==> src/rtl/ball_motion_pkg.sv <==
// Shared constants, FSM state type and heading-reflection helpers for the
// pong ball integrator. Positions are signed fixed point: {int COORD_W+1, frac FRAC_W}.
package ball_motion_pkg;

  localparam int H_RES     = 640;
  localparam int V_RES     = 480;
  localparam int BALL_SIZE = 8;
  localparam int COORD_W   = 10;
  localparam int SPEED     = 2;
  localparam int FRAC_W    = 7;

  localparam int POS_W = COORD_W + 1 + FRAC_W;
  localparam int X_MAX = H_RES - BALL_SIZE;
  localparam int Y_MAX = V_RES - BALL_SIZE;
  localparam int XC    = X_MAX / 2;
  localparam int YC    = Y_MAX / 2;

  localparam logic [5:0] THETA_HALF = 6'd32;

  // Fixed-point versions of the centre and limits (fraction bits zero).
  localparam logic signed [POS_W-1:0] X_CENTRE = POS_W'(XC << FRAC_W);
  localparam logic signed [POS_W-1:0] Y_CENTRE = POS_W'(YC << FRAC_W);
  localparam logic signed [POS_W-1:0] Y_CLAMP  = POS_W'(Y_MAX << FRAC_W);
  // Integer part exceeds the max legal coordinate once the value reaches (MAX+1).0
  localparam logic signed [POS_W-1:0] X_LIMIT  = POS_W'((X_MAX + 1) << FRAC_W);
  localparam logic signed [POS_W-1:0] Y_LIMIT  = POS_W'((Y_MAX + 1) << FRAC_W);

  typedef enum logic [2:0] {
    ST_PARKED = 3'd0,
    ST_IDLE   = 3'd1,
    ST_LOOKUP = 3'd2,
    ST_MOVE   = 3'd3,
    ST_CHECK  = 3'd4
  } state_t;

  // Top/bottom wall: negate the vertical component -> (64 - theta) % 64.
  function automatic logic [5:0] reflect_wall(input logic [5:0] t);
    return 6'd0 - t;
  endfunction

  // Paddle: negate the horizontal component -> (32 - theta) % 64.
  function automatic logic [5:0] reflect_paddle(input logic [5:0] t);
    return THETA_HALF - t;
  endfunction

endpackage

==> src/rtl/ball_motion_if.sv <==
// Control/status bundle between frame timing/collision logic (master) and
// the ball integrator (slave).
//   frame_i, serve_i, bounce_x_i : 1-cycle request strobes, no handshake;
//                                  a strobe is consumed in the cycle it is high
//                                  or dropped if the integrator cannot take it.
//   theta_serve_i                : heading loaded with serve_i.
//   ball_x_o/ball_y_o/theta_o    : current position/heading.
//   busy_o, done_o, miss_*_o     : status and 1-cycle completion strobes.
interface ball_motion_if;
  import ball_motion_pkg::*;

  logic               frame_i;
  logic               serve_i;
  logic [5:0]         theta_serve_i;
  logic               bounce_x_i;
  logic [COORD_W-1:0] ball_x_o;
  logic [COORD_W-1:0] ball_y_o;
  logic [5:0]         theta_o;
  logic               busy_o;
  logic               done_o;
  logic               miss_left_o;
  logic               miss_right_o;

  modport master (
    output frame_i, serve_i, theta_serve_i, bounce_x_i,
    input  ball_x_o, ball_y_o, theta_o, busy_o, done_o, miss_left_o, miss_right_o
  );

  modport slave (
    input  frame_i, serve_i, theta_serve_i, bounce_x_i,
    output ball_x_o, ball_y_o, theta_o, busy_o, done_o, miss_left_o, miss_right_o
  );

endinterface

==> src/rtl/ball_motion_trig.sv <==
// Registered sine/cosine of a 6-bit heading (64 steps per turn).
// Values are round(128*sin) saturated to signed 8 bits: +1.0 -> 0x7F, -1.0 -> 0x80.
// Ports: clk, rst (sync, active high), load (capture new values),
//        theta_i (heading), sin_o/cos_o (signed 8-bit).
module ball_motion_trig (
  input  logic              clk,
  input  logic              rst,
  input  logic              load,
  input  logic [5:0]        theta_i,
  output logic signed [7:0] sin_o,
  output logic signed [7:0] cos_o
);

  // Quarter wave magnitude, k = 0..16 covers 0..90 degrees.
  function automatic logic [7:0] quarter(input logic [4:0] k);
    logic [7:0] m;
    case (k)
      5'd0:  m = 8'd0;
      5'd1:  m = 8'd13;
      5'd2:  m = 8'd25;
      5'd3:  m = 8'd37;
      5'd4:  m = 8'd49;
      5'd5:  m = 8'd60;
      5'd6:  m = 8'd71;
      5'd7:  m = 8'd81;
      5'd8:  m = 8'd91;
      5'd9:  m = 8'd99;
      5'd10: m = 8'd106;
      5'd11: m = 8'd113;
      5'd12: m = 8'd118;
      5'd13: m = 8'd122;
      5'd14: m = 8'd126;
      5'd15: m = 8'd127;
      5'd16: m = 8'd128;
      default: m = 8'd0;
    endcase
    return m;
  endfunction

  // Bit 5 selects the negative half-turn; bit 4 selects the mirrored quarter.
  function automatic logic signed [7:0] sin_lut(input logic [5:0] t);
    logic [4:0] k;
    logic [7:0] mag;
    k   = t[4] ? (5'd0 - t[4:0]) : t[4:0];
    mag = quarter(k);
    if (t[5]) return 8'd0 - mag;             // magnitude 128 becomes 0x80 = -128
    else      return (mag == 8'd128) ? 8'd127 : mag;
  endfunction

  always_ff @(posedge clk) begin
    if (rst) begin
      sin_o <= '0;
      cos_o <= '0;
    end else if (load) begin
      sin_o <= sin_lut(theta_i);
      cos_o <= sin_lut(theta_i + 6'd16);
    end
  end

endmodule

==> src/rtl/ball_motion.sv <==
// Per-frame ball position integrator.
// Ports: clk, rst (sync, active high), bus (ball_motion_if.slave),
//        dbg_state (current FSM state for observation).
// A frame step runs IDLE -> LOOKUP -> MOVE -> CHECK -> IDLE. The CHECK edge
// applies wall/paddle/miss corrections and registers done/miss strobes, so
// the strobes appear together with the corrected outputs, 3 edges after the
// edge that accepted frame_i.
module ball_motion
  import ball_motion_pkg::*;
(
  input  logic         clk,
  input  logic         rst,
  ball_motion_if.slave bus,
  output state_t       dbg_state
);

  state_t                   state, state_nxt;
  logic signed [POS_W-1:0]  x_pos, y_pos, x_nxt, y_nxt;
  logic [5:0]               theta, theta_nxt, theta_chk;
  logic                     pending, pend_nxt;
  logic                     done_q, miss_l_q, miss_r_q;
  logic                     done_nxt, miss_l_nxt, miss_r_nxt;

  logic signed [7:0]        sin_q, cos_q;
  logic signed [10:0]       dx, dy;
  logic signed [POS_W-1:0]  dx_ext, dy_ext;
  logic                     x_under, x_over, y_under, y_over;

  localparam logic signed [10:0] SPEED_S = 11'(SPEED);

  ball_motion_trig u_trig (
    .clk     (clk),
    .rst     (rst),
    .load    (state == ST_LOOKUP),
    .theta_i (theta),
    .sin_o   (sin_q),
    .cos_o   (cos_q)
  );

  // Step in 1/128 px; trig magnitude 128 with SPEED 2 gives exactly 2.0 px.
  assign dx     = $signed({{3{cos_q[7]}}, cos_q}) * SPEED_S;
  assign dy     = $signed({{3{sin_q[7]}}, sin_q}) * SPEED_S;
  assign dx_ext = $signed({{(POS_W-11){dx[10]}}, dx});
  assign dy_ext = $signed({{(POS_W-11){dy[10]}}, dy});

  // Evaluated in CHECK on the positions written during MOVE.
  assign x_under = x_pos[POS_W-1];
  assign x_over  = !x_under && (x_pos >= X_LIMIT);
  assign y_under = y_pos[POS_W-1];
  assign y_over  = !y_under && (y_pos >= Y_LIMIT);

  always_ff @(posedge clk) begin
    if (rst) state <= ST_PARKED;
    else     state <= state_nxt;
  end

  always_comb begin
    state_nxt  = state;
    x_nxt      = x_pos;
    y_nxt      = y_pos;
    theta_nxt  = theta;
    theta_chk  = theta;
    pend_nxt   = pending;
    done_nxt   = 1'b0;
    miss_l_nxt = 1'b0;
    miss_r_nxt = 1'b0;
    if (bus.serve_i) begin
      // Serve overrides everything, including a step in flight.
      x_nxt     = X_CENTRE;
      y_nxt     = Y_CENTRE;
      theta_nxt = bus.theta_serve_i;
      pend_nxt  = 1'b0;
      state_nxt = ST_IDLE;
    end else begin
      if (bus.bounce_x_i && state != ST_PARKED) pend_nxt = 1'b1;
      unique case (state)
        ST_PARKED: ;
        ST_IDLE:   if (bus.frame_i) state_nxt = ST_LOOKUP;
        ST_LOOKUP: state_nxt = ST_MOVE;
        ST_MOVE: begin
          x_nxt     = x_pos + dx_ext;
          y_nxt     = y_pos + dy_ext;
          state_nxt = ST_CHECK;
        end
        ST_CHECK: begin
          done_nxt  = 1'b1;
          state_nxt = ST_IDLE;
          if (x_under || x_over) begin
            // Miss wins over any wall or paddle reflection.
            miss_l_nxt = x_under;
            miss_r_nxt = x_over;
            x_nxt      = X_CENTRE;
            y_nxt      = Y_CENTRE;
            pend_nxt   = 1'b0;
            state_nxt  = ST_PARKED;
          end else begin
            if (y_under) begin
              y_nxt     = '0;
              theta_chk = reflect_wall(theta_chk);
            end else if (y_over) begin
              y_nxt     = Y_CLAMP;
              theta_chk = reflect_wall(theta_chk);
            end
            // pend_nxt already includes a bounce arriving in this cycle.
            if (pend_nxt) begin
              theta_chk = reflect_paddle(theta_chk);
              pend_nxt  = 1'b0;
            end
            theta_nxt = theta_chk;
          end
        end
        default: state_nxt = ST_PARKED;
      endcase
    end
  end

  always_ff @(posedge clk) begin
    if (rst) begin
      x_pos    <= X_CENTRE;
      y_pos    <= Y_CENTRE;
      theta    <= '0;
      pending  <= 1'b0;
      done_q   <= 1'b0;
      miss_l_q <= 1'b0;
      miss_r_q <= 1'b0;
    end else begin
      x_pos    <= x_nxt;
      y_pos    <= y_nxt;
      theta    <= theta_nxt;
      pending  <= pend_nxt;
      done_q   <= done_nxt;
      miss_l_q <= miss_l_nxt;
      miss_r_q <= miss_r_nxt;
    end
  end

  // Integer parts; the position is negative only transiently before CHECK.
  assign bus.ball_x_o     = x_pos[POS_W-1] ? '0 : x_pos[FRAC_W +: COORD_W];
  assign bus.ball_y_o     = y_pos[POS_W-1] ? '0 : y_pos[FRAC_W +: COORD_W];
  assign bus.theta_o      = theta;
  assign bus.busy_o       = (state == ST_LOOKUP) || (state == ST_MOVE) || (state == ST_CHECK);
  assign bus.done_o       = done_q;
  assign bus.miss_left_o  = miss_l_q;
  assign bus.miss_right_o = miss_r_q;
  assign dbg_state        = state;

endmodule

==> src/flat_wrapper.sv <==
// flat-port wrapper written by rule: the top's interface ports become plain ports
module ball_motion_flat import ball_motion_pkg::*;
  (clk, rst, dbg_state, bus_frame_i, bus_serve_i, bus_theta_serve_i, bus_bounce_x_i, bus_ball_x_o, bus_ball_y_o, bus_theta_o, bus_busy_o, bus_done_o, bus_miss_left_o, bus_miss_right_o);
  ball_motion_if bus_i ();
  input  logic clk;
  input  logic rst;
  output state_t dbg_state;
  input wire logic [$bits(bus_i.frame_i)-1:0] bus_frame_i;
  input wire logic [$bits(bus_i.serve_i)-1:0] bus_serve_i;
  input wire logic [$bits(bus_i.theta_serve_i)-1:0] bus_theta_serve_i;
  input wire logic [$bits(bus_i.bounce_x_i)-1:0] bus_bounce_x_i;
  output wire logic [$bits(bus_i.ball_x_o)-1:0] bus_ball_x_o;
  output wire logic [$bits(bus_i.ball_y_o)-1:0] bus_ball_y_o;
  output wire logic [$bits(bus_i.theta_o)-1:0] bus_theta_o;
  output wire logic [$bits(bus_i.busy_o)-1:0] bus_busy_o;
  output wire logic [$bits(bus_i.done_o)-1:0] bus_done_o;
  output wire logic [$bits(bus_i.miss_left_o)-1:0] bus_miss_left_o;
  output wire logic [$bits(bus_i.miss_right_o)-1:0] bus_miss_right_o;
  assign bus_i.frame_i = bus_frame_i;
  assign bus_i.serve_i = bus_serve_i;
  assign bus_i.theta_serve_i = bus_theta_serve_i;
  assign bus_i.bounce_x_i = bus_bounce_x_i;
  assign bus_ball_x_o = bus_i.ball_x_o;
  assign bus_ball_y_o = bus_i.ball_y_o;
  assign bus_theta_o = bus_i.theta_o;
  assign bus_busy_o = bus_i.busy_o;
  assign bus_done_o = bus_i.done_o;
  assign bus_miss_left_o = bus_i.miss_left_o;
  assign bus_miss_right_o = bus_i.miss_right_o;
  ball_motion u_core (.clk(clk), .rst(rst), .bus(bus_i), .dbg_state(dbg_state));
endmodule
==> config.mk <==
export PLATFORM = sky130hd
export DESIGN_NAME = ball_motion_flat
export DESIGN_NICKNAME = d
export VERILOG_FILES = /design/src/rtl/ball_motion_pkg.sv /design/src/rtl/ball_motion_if.sv /design/src/rtl/ball_motion_trig.sv /design/src/rtl/ball_motion.sv /design/src/flat_wrapper.sv
export SDC_FILE = /design/constraint.sdc
export NUM_CORES = 1
export LEC_CHECK = 0
export ABC_AREA = 1
export BUFFER_PORTS_ARGS = -buffer_cell sky130_fd_sc_hd__buf_2
export CORE_MARGIN = 2
export CORE_UTILIZATION = 55
export CTS_CLUSTER_SIZE = 40
export DETAILED_ROUTE_END_ITERATION = 16
export GPL_ROUTABILITY_DRIVEN = 0
export HOLD_SLACK_MARGIN = 0.03
export PLACE_DENSITY = 0.77
export SYNTH_ARGS = -nofsm -noshare
export SYNTH_HDL_FRONTEND = slang
export SYNTH_SLANG_ARGS = --single-unit
==> constraint.sdc <==
create_clock -name clk -period 2.8 [get_ports clk]
set_input_delay 0.14 -clock clk [delete_from_list [all_inputs] [get_ports clk]]
set_output_delay 0.14 -clock clk [all_outputs]
set_load 0.01 [all_outputs]
# Yosys cells after proc, flatten, opt, wreduce, memory -nomap -nowiden

Memories as Yosys holds them, arrays and structs flattened.
Cells that the tools add are included.

$add $sub $neg: 9
Order comparisons: 2
Equal/unequal tests: 12
Multiplexer cells: 34
Bitwise gates (word level): 3
Reductions and logical operators: 20

Operators with widths:

| kind                                                                 | number |
|---|---|
| case mux 18 bit (2 select lines)                                     | 2 |
| two-way mux 8 bit                                                    | 8 |
| two-way mux 18 bit                                                   | 3 |
| two-way mux 6 bit                                                    | 9 |
| adder 18 x 9 -> 18 bit                                               | 2 |
| two-way mux 10 bit                                                   | 2 |
| greater-or-equal comparator 18 x 17 -> 1 bit (second input constant) | 1 |
| greater-or-equal comparator 18 bit (second input constant)           | 1 |
| two-way mux 17 bit                                                   | 1 |
| == test 8 bit (second input constant)                                | 2 |
| subtractor 1 x 8 -> 8 bit (first input constant)                     | 2 |
| case mux 3 bit (5 select lines)                                      | 1 |
| two-way mux 5 bit                                                    | 2 |
| AND reduction 2 bit                                                  | 5 |
| subtractor 1 x 5 -> 5 bit (first input constant)                     | 2 |
| adder 6 x 5 -> 6 bit (second input constant)                         | 1 |
| == test 3 x 2 -> 1 bit (second input constant)                       | 2 |
| != test 2 bit (second input constant)                                | 3 |
| subtractor 1 x 6 -> 6 bit (first input constant)                     | 1 |
| subtractor 6 bit (first input constant)                              | 1 |
| two-way mux 1 bit                                                    | 5 |
| != test 4 x 1 -> 1 bit (second input constant)                       | 1 |
| nonzero test 2 bit                                                   | 2 |
| OR reduction 4 bit                                                   | 1 |
| 13 further kinds                                                     | 20 |

Bits in registers: 65
Bits in read-only memories: 512
Input port bits: 11
Output and inout port bits: 33
Logic and storage cells: 94
Memories: 2

Memory list:

| name            | words | width | read ports | clocked after Yosys merged registers in | wr ports | RTL line               | text |
|---|---|---|---|---|---|---|---|
| (no name shown) | 32    | 8     | 1          | 0                                       | 0        | ball_motion_trig.sv:17 | `case (k)` |
| (no name shown) | 32    | 8     | 1          | 0                                       | 0        | ball_motion_trig.sv:17 |  |

# Depth between registers and ports, before layout

Word-level depth: 12
Mapped depth: 22

# Cells and area by module

From an unflattened synthesis, not the netlist that was laid out.

Cells, all modules: 924
Area total of the unflattened synthesis: 5677.9 um^2

Modules (own cells, without submodules):

| module           | instances | cells an instance | area each (um^2) |
|---|---|---|---|
| ball_motion      | 1         | 616               | 3925.0 |
| ball_motion_trig | 1         | 308               | 1752.9 |

# Worst setup path after synthesis

OpenSTA, ideal clock, no wires.

Path kind: reg2reg
Start: register u_core.theta[0] (netlist: u_core.bus.theta_o[0])
End: register u_core.u_trig.cos_o[2]
Arrival time: 2.903 ns
Required time: 2.668 ns
Setup slack: -0.235 ns
Stages on the path, launching flop included: 17
Clock period less this slack: 3.035 ns
Cells stage by stage: dfxtp_1 > inv_2 > ha_1 > inv_1 > o21ai_0 > inv_1 > ha_1 > nand2_1 > nand2_1 > nand2_1 > nand3_2 > ha_1 > inv_1 > nand2_1 > or2_2 > nand3_1 > a21oi_1

Cells in the longest elaborated chain, start to end: 9
Elaborated cells between the ends (all ways): 10
Those cells by class: add/sub: 3; eq/ne: 1; mux: 5; memory: 1

Ends and longest elaborated chain:

| element                                                     | RTL line               | text |
|---|---|---|
| start: declaration                                          | ball_motion.sv:19      | `logic [5:0] theta, theta_nxt, theta_chk;` |
| start signal: assignment                                    | ball_motion.sv:129     | `theta <= theta_nxt;` |
| adder 6 x 5 -> 6 bit *                                      | ball_motion_trig.sv:56 | `cos_o <= sin_lut(theta_i + 6'd16);` |
| branches (longest 7 deep; another with memory (32 x 8 bit)) | --                     |  |
| two-way mux 8 bit *                                         | ball_motion_trig.sv:46 | `if (t[5]) return 8'd0 - mag;` |
| end signal: assignment                                      | ball_motion_trig.sv:56 |  |
| end: declaration                                            | ball_motion_trig.sv:11 | `output logic signed [7:0] cos_o` |

Mark *: on every way between the ends. The select of a mux whose other input is x is not followed.
A chain may end at the register's enable or synchronous reset.

# Worst setup path in the final report

Start: register u_core.theta[1] (netlist: u_core.bus.theta_o[1])
End: register u_core.u_trig.sin_o[4]

Cells in the longest elaborated chain, start to end: 8
Elaborated cells between the ends (all ways): 9
Those cells by class: add/sub: 2; eq/ne: 1; mux: 5; memory: 1

Ends and longest elaborated chain:

| element                                                           | RTL line               | text |
|---|---|---|
| subtractor 1 x 5 -> 5 bit                                         | ball_motion_trig.sv:44 | `k = t[4] ? (5'd0 - t[4:0]) : t[4:0];` |
| two-way mux 5 bit *                                               | ball_motion_trig.sv:44 |  |
| memory (32 x 8 bit) *                                             | --                     |  |
| two-way mux 8 bit *                                               | ball_motion_trig.sv:54 | `end else if (load) begin` |
| two-way mux 8 bit *                                               | ball_motion_trig.sv:51 | `if (rst) begin` |
| branches (longest 2 deep; another with subtractor 1 x 8 -> 8 bit) | --                     |  |
| two-way mux 8 bit *                                               | ball_motion_trig.sv:46 |  |
| end signal: assignment                                            | ball_motion_trig.sv:55 | `sin_o <= sin_lut(theta_i);` |
| end: declaration                                                  | ball_motion_trig.sv:10 | `output logic signed [7:0] sin_o,` |

Marks and branches as above.

==> results.yml <==
run_status:
  status: "complete, no violations"
clock_tree:
  cts_root_buf: "clkbuf_8"
  clk_pin_slew_ns: 0.07
  cts_made_buffers: 9
  clkSinkCount: 63
  hold_buffers: 0
  cts_tree: "yes"
  h-tree-depth: 3
  clk_path_buf_depth: 2
  clock_latency_ns: 0.36
timing:
  slew_violations: 0
  post-route-period-util: 0.925
  skew_ns: 0.0146
  relSlewSlack: 0.499
  finalSetupViolCount: 0
  fmax_ghz: 0.386
  setup_slack_ns: 0.209
  rsz0062_at_grt: "yes"
  finalHoldViolCount: 0
  worst_pin_slew_ns: 0.748
  period_needed_ns: 2.59
logic_synthesis:
  synth_most_common_cell: "nand2_1"
  synth.distinct_cells: 49
  yosys_warnings: 0
  yosysSeqAreaShare: 0.223
  synth_top_area_cell: "dfxtp_1"
  synth_nets: 949
  yosys-top-cells-count: "227 x nand2_1, 115 x inv_1, 76 x a21oi_1, 76 x nand3_1, 72 x nor2_1"
  ys_ff_latch: 63
  ys_async_sr_fraction: 0
  synth_edf_count: 0
  netlist_area_mm2: 0.00566
  synthFlopType: "dfxtp_1"
  synth.avg_cell_area_um2: 6.40
  synthTopCellsByArea: "dfxtp_1 22%, nand2_1 15%, ha_1 11%, inv_1 7.6%, a21oi_1 6.7%"
  yosysTopAreaCellShare: 0.223
  synthCells: 884
finish:
  final_area_mm2: 0.00628
  nets: 1002
  drive_gt1_frac: 0.154
  diodes: 0
  fin_util: 0.620
  areaGrowthSynthToFinish_pct: 11.0
power:
  switching_share: 0.348
  power_leakage_nw: 3.28
  pwr-share-clk: 0.323
  p_seq_frac: 0.402
  ir_drop_mv: 0.216
  power.density_mw_per_mm2: 365
  internal_power_mw: 1.49
  power.switching_mw: 0.797
  comb_power_share: 0.275
detailed_routing:
  vias: 5801
  drc: 0
  drt_iter0_drc: 277
  ant_nets: 0
  dr.pass1.iters: 5
  wl_mm: 14.3
  vias_per_cell: 5.38
  wl_per_cell_um: 13.3
floorplanning:
  die-area_mm2: 0.0111
  ios: 44
  core_mm2: 0.0101
  rows: 37
  die_w_um: 105
  die-height_um: 105
  initial_utilization: 0.558
global_route:
  gr-total-overflow: 0
  grt_start_max_net_pins: 22
  grt_pass1_vias: 5258
  grt_pass1_wl_mm: 24.2
  grt_usage: 0.267
  antenna_found_initial: 1
flow_run:
  cap_violations: 0
placed_design:
  io_buffers: 43
  dpl.hpwl_mm: 10.9
  placed_cell_area_mm2: 0.00608
  place_ws_ns: 0.0423
min_path:
  min-delay-path-class: "input pin to flip-flop"
worst_setup_path:
  endpoint_kind: "flip-flop"
  critPathLaunchType: "flip-flop"
  crit_arrival_ns: 2.85
  path_class: "flip-flop to flip-flop"
  cp.required_ns: 3.06
  crit_path_max_fanout: 5
-- cells by family (layout without fill, tap and decap cells) --
group / after synthesis / count (layout) / synth area share
simple gates: 437 / 437 / 0.356
compound gates: 174 / 174 / 0.179
buf+inv: 144 / 202 / 0.101
flops: 63 / 63 / 0.223
fa+ha+maj: 54 / 54 / 0.122
xor+xnor: 12 / 12 / 0.0186
-- cells in the final DEF (no fill, tap or decap), types with 7 or more instances in the layout --
master,netlist,layout
xor2_1,9,9
clkbuf_8,0,11
o21ai_0,54,53
nand2_2,11,11
inv_1,115,113
inv_2,8,10
a21oi_1,76,76
nand3_2,10,10
nand2_1,227,227
buf_2,5,43
buf_4,1,20
or2_2,7,7
nor2_1,72,72
nand3_1,76,76
ha_1,52,52
dfxtp_1,63,62
-- state kept, by name (all words and copies together) (netlist names), 3 cells and up --
name,cells
u_core.bus.theta_o,6
u_core.u_trig.sin_o,8
u_core.dbg_state,3
u_core.u_trig.cos_o,8
u_core.y_pos,17
u_core.x_pos,17
-- worst paths after layout --
path	to	depth (start not counted)	slack, ns	startpoint
hold reg to reg	u_core.x_pos[4]	2	0.47	u_core.x_pos[4]
setup reg to reg	u_core.u_trig.sin_o[4]	18	0.21	u_core.bus.theta_o[1]
hold / removal	u_core.bus.theta_o[0]	3	0.07	bus_theta_serve_i[0]
setup / recovery	u_core.u_trig.sin_o[4]	18	0.21	u_core.bus.theta_o[1]
-- per-stage QoR --
stage               hold WS, ns  TNS, ns  std cells  power, mW
CTS                      0.0551        0       1076       2.29
detailed placement        0.438        0       1060       1.55
floorplan                 0.310        0        884       1.43
global route              0.140   -0.108       1078       2.43
global placement          0.425        0       1060       1.54
finish                   0.0730        0       1078       2.29
-- area by class of cell --
type,count,area [um^2]
fillers,971,3850
inverters,123,462
repair buffers,63,365
clock inverters,3,17.5
flip-flops and latches,63,1260
clock buffers,13,159
multi-input cells,677,3850
well taps,136,170
-- power groups by stage --
stage | clock network (mW) | logic (mW) | registers [mW]
global placement | 0 | 0.602 | 0.941
finish | 0.739 | 0.631 | 0.921
detailed placement | 0 | 0.609 | 0.941
floorplan | 0 | 0.486 | 0.941
CTS | 0.751 | 0.613 | 0.920
global route | 0.782 | 0.721 | 0.922
-- timing repair --
item                                    in CTS  in global routing
hold endpoints to repair                     0                  0
gates resized for setup                      0                  5
buffers inserted                             0                  2
endpoints found under the setup margin       0                 16
-- worst max-delay path: stages (launching register included) --
cell	delay, ns
dfxtp_1	0.34
inv_1	0.08
ha_1	0.32
nand2_1	0.07
o21ai_2	0.14
inv_2	0.10
ha_1	0.20
nand2_1	0.09
nand2_1	0.06
nand2_1	0.06
nand2_1	0.08
nor2_4	0.15
inv_1	0.06
ha_1	0.26
nand3_1	0.10
nand2_1	0.06
xor2_1	0.16
o21bai_1	0.12
inv_1	0.04
-- routing by layer --
metal / share of wire / global-route usage / vias up
met2: 0.47 / 0.446 / 151
met3: 0.057 / 0.0383 / 25
met1: 0.45 / 0.344 / 2625
li1: - / - / 2998
met4: 0.022 / 0.110 / 2
met5: 0.00091 / 0 / -
Power figures use the tool's default switching activity.
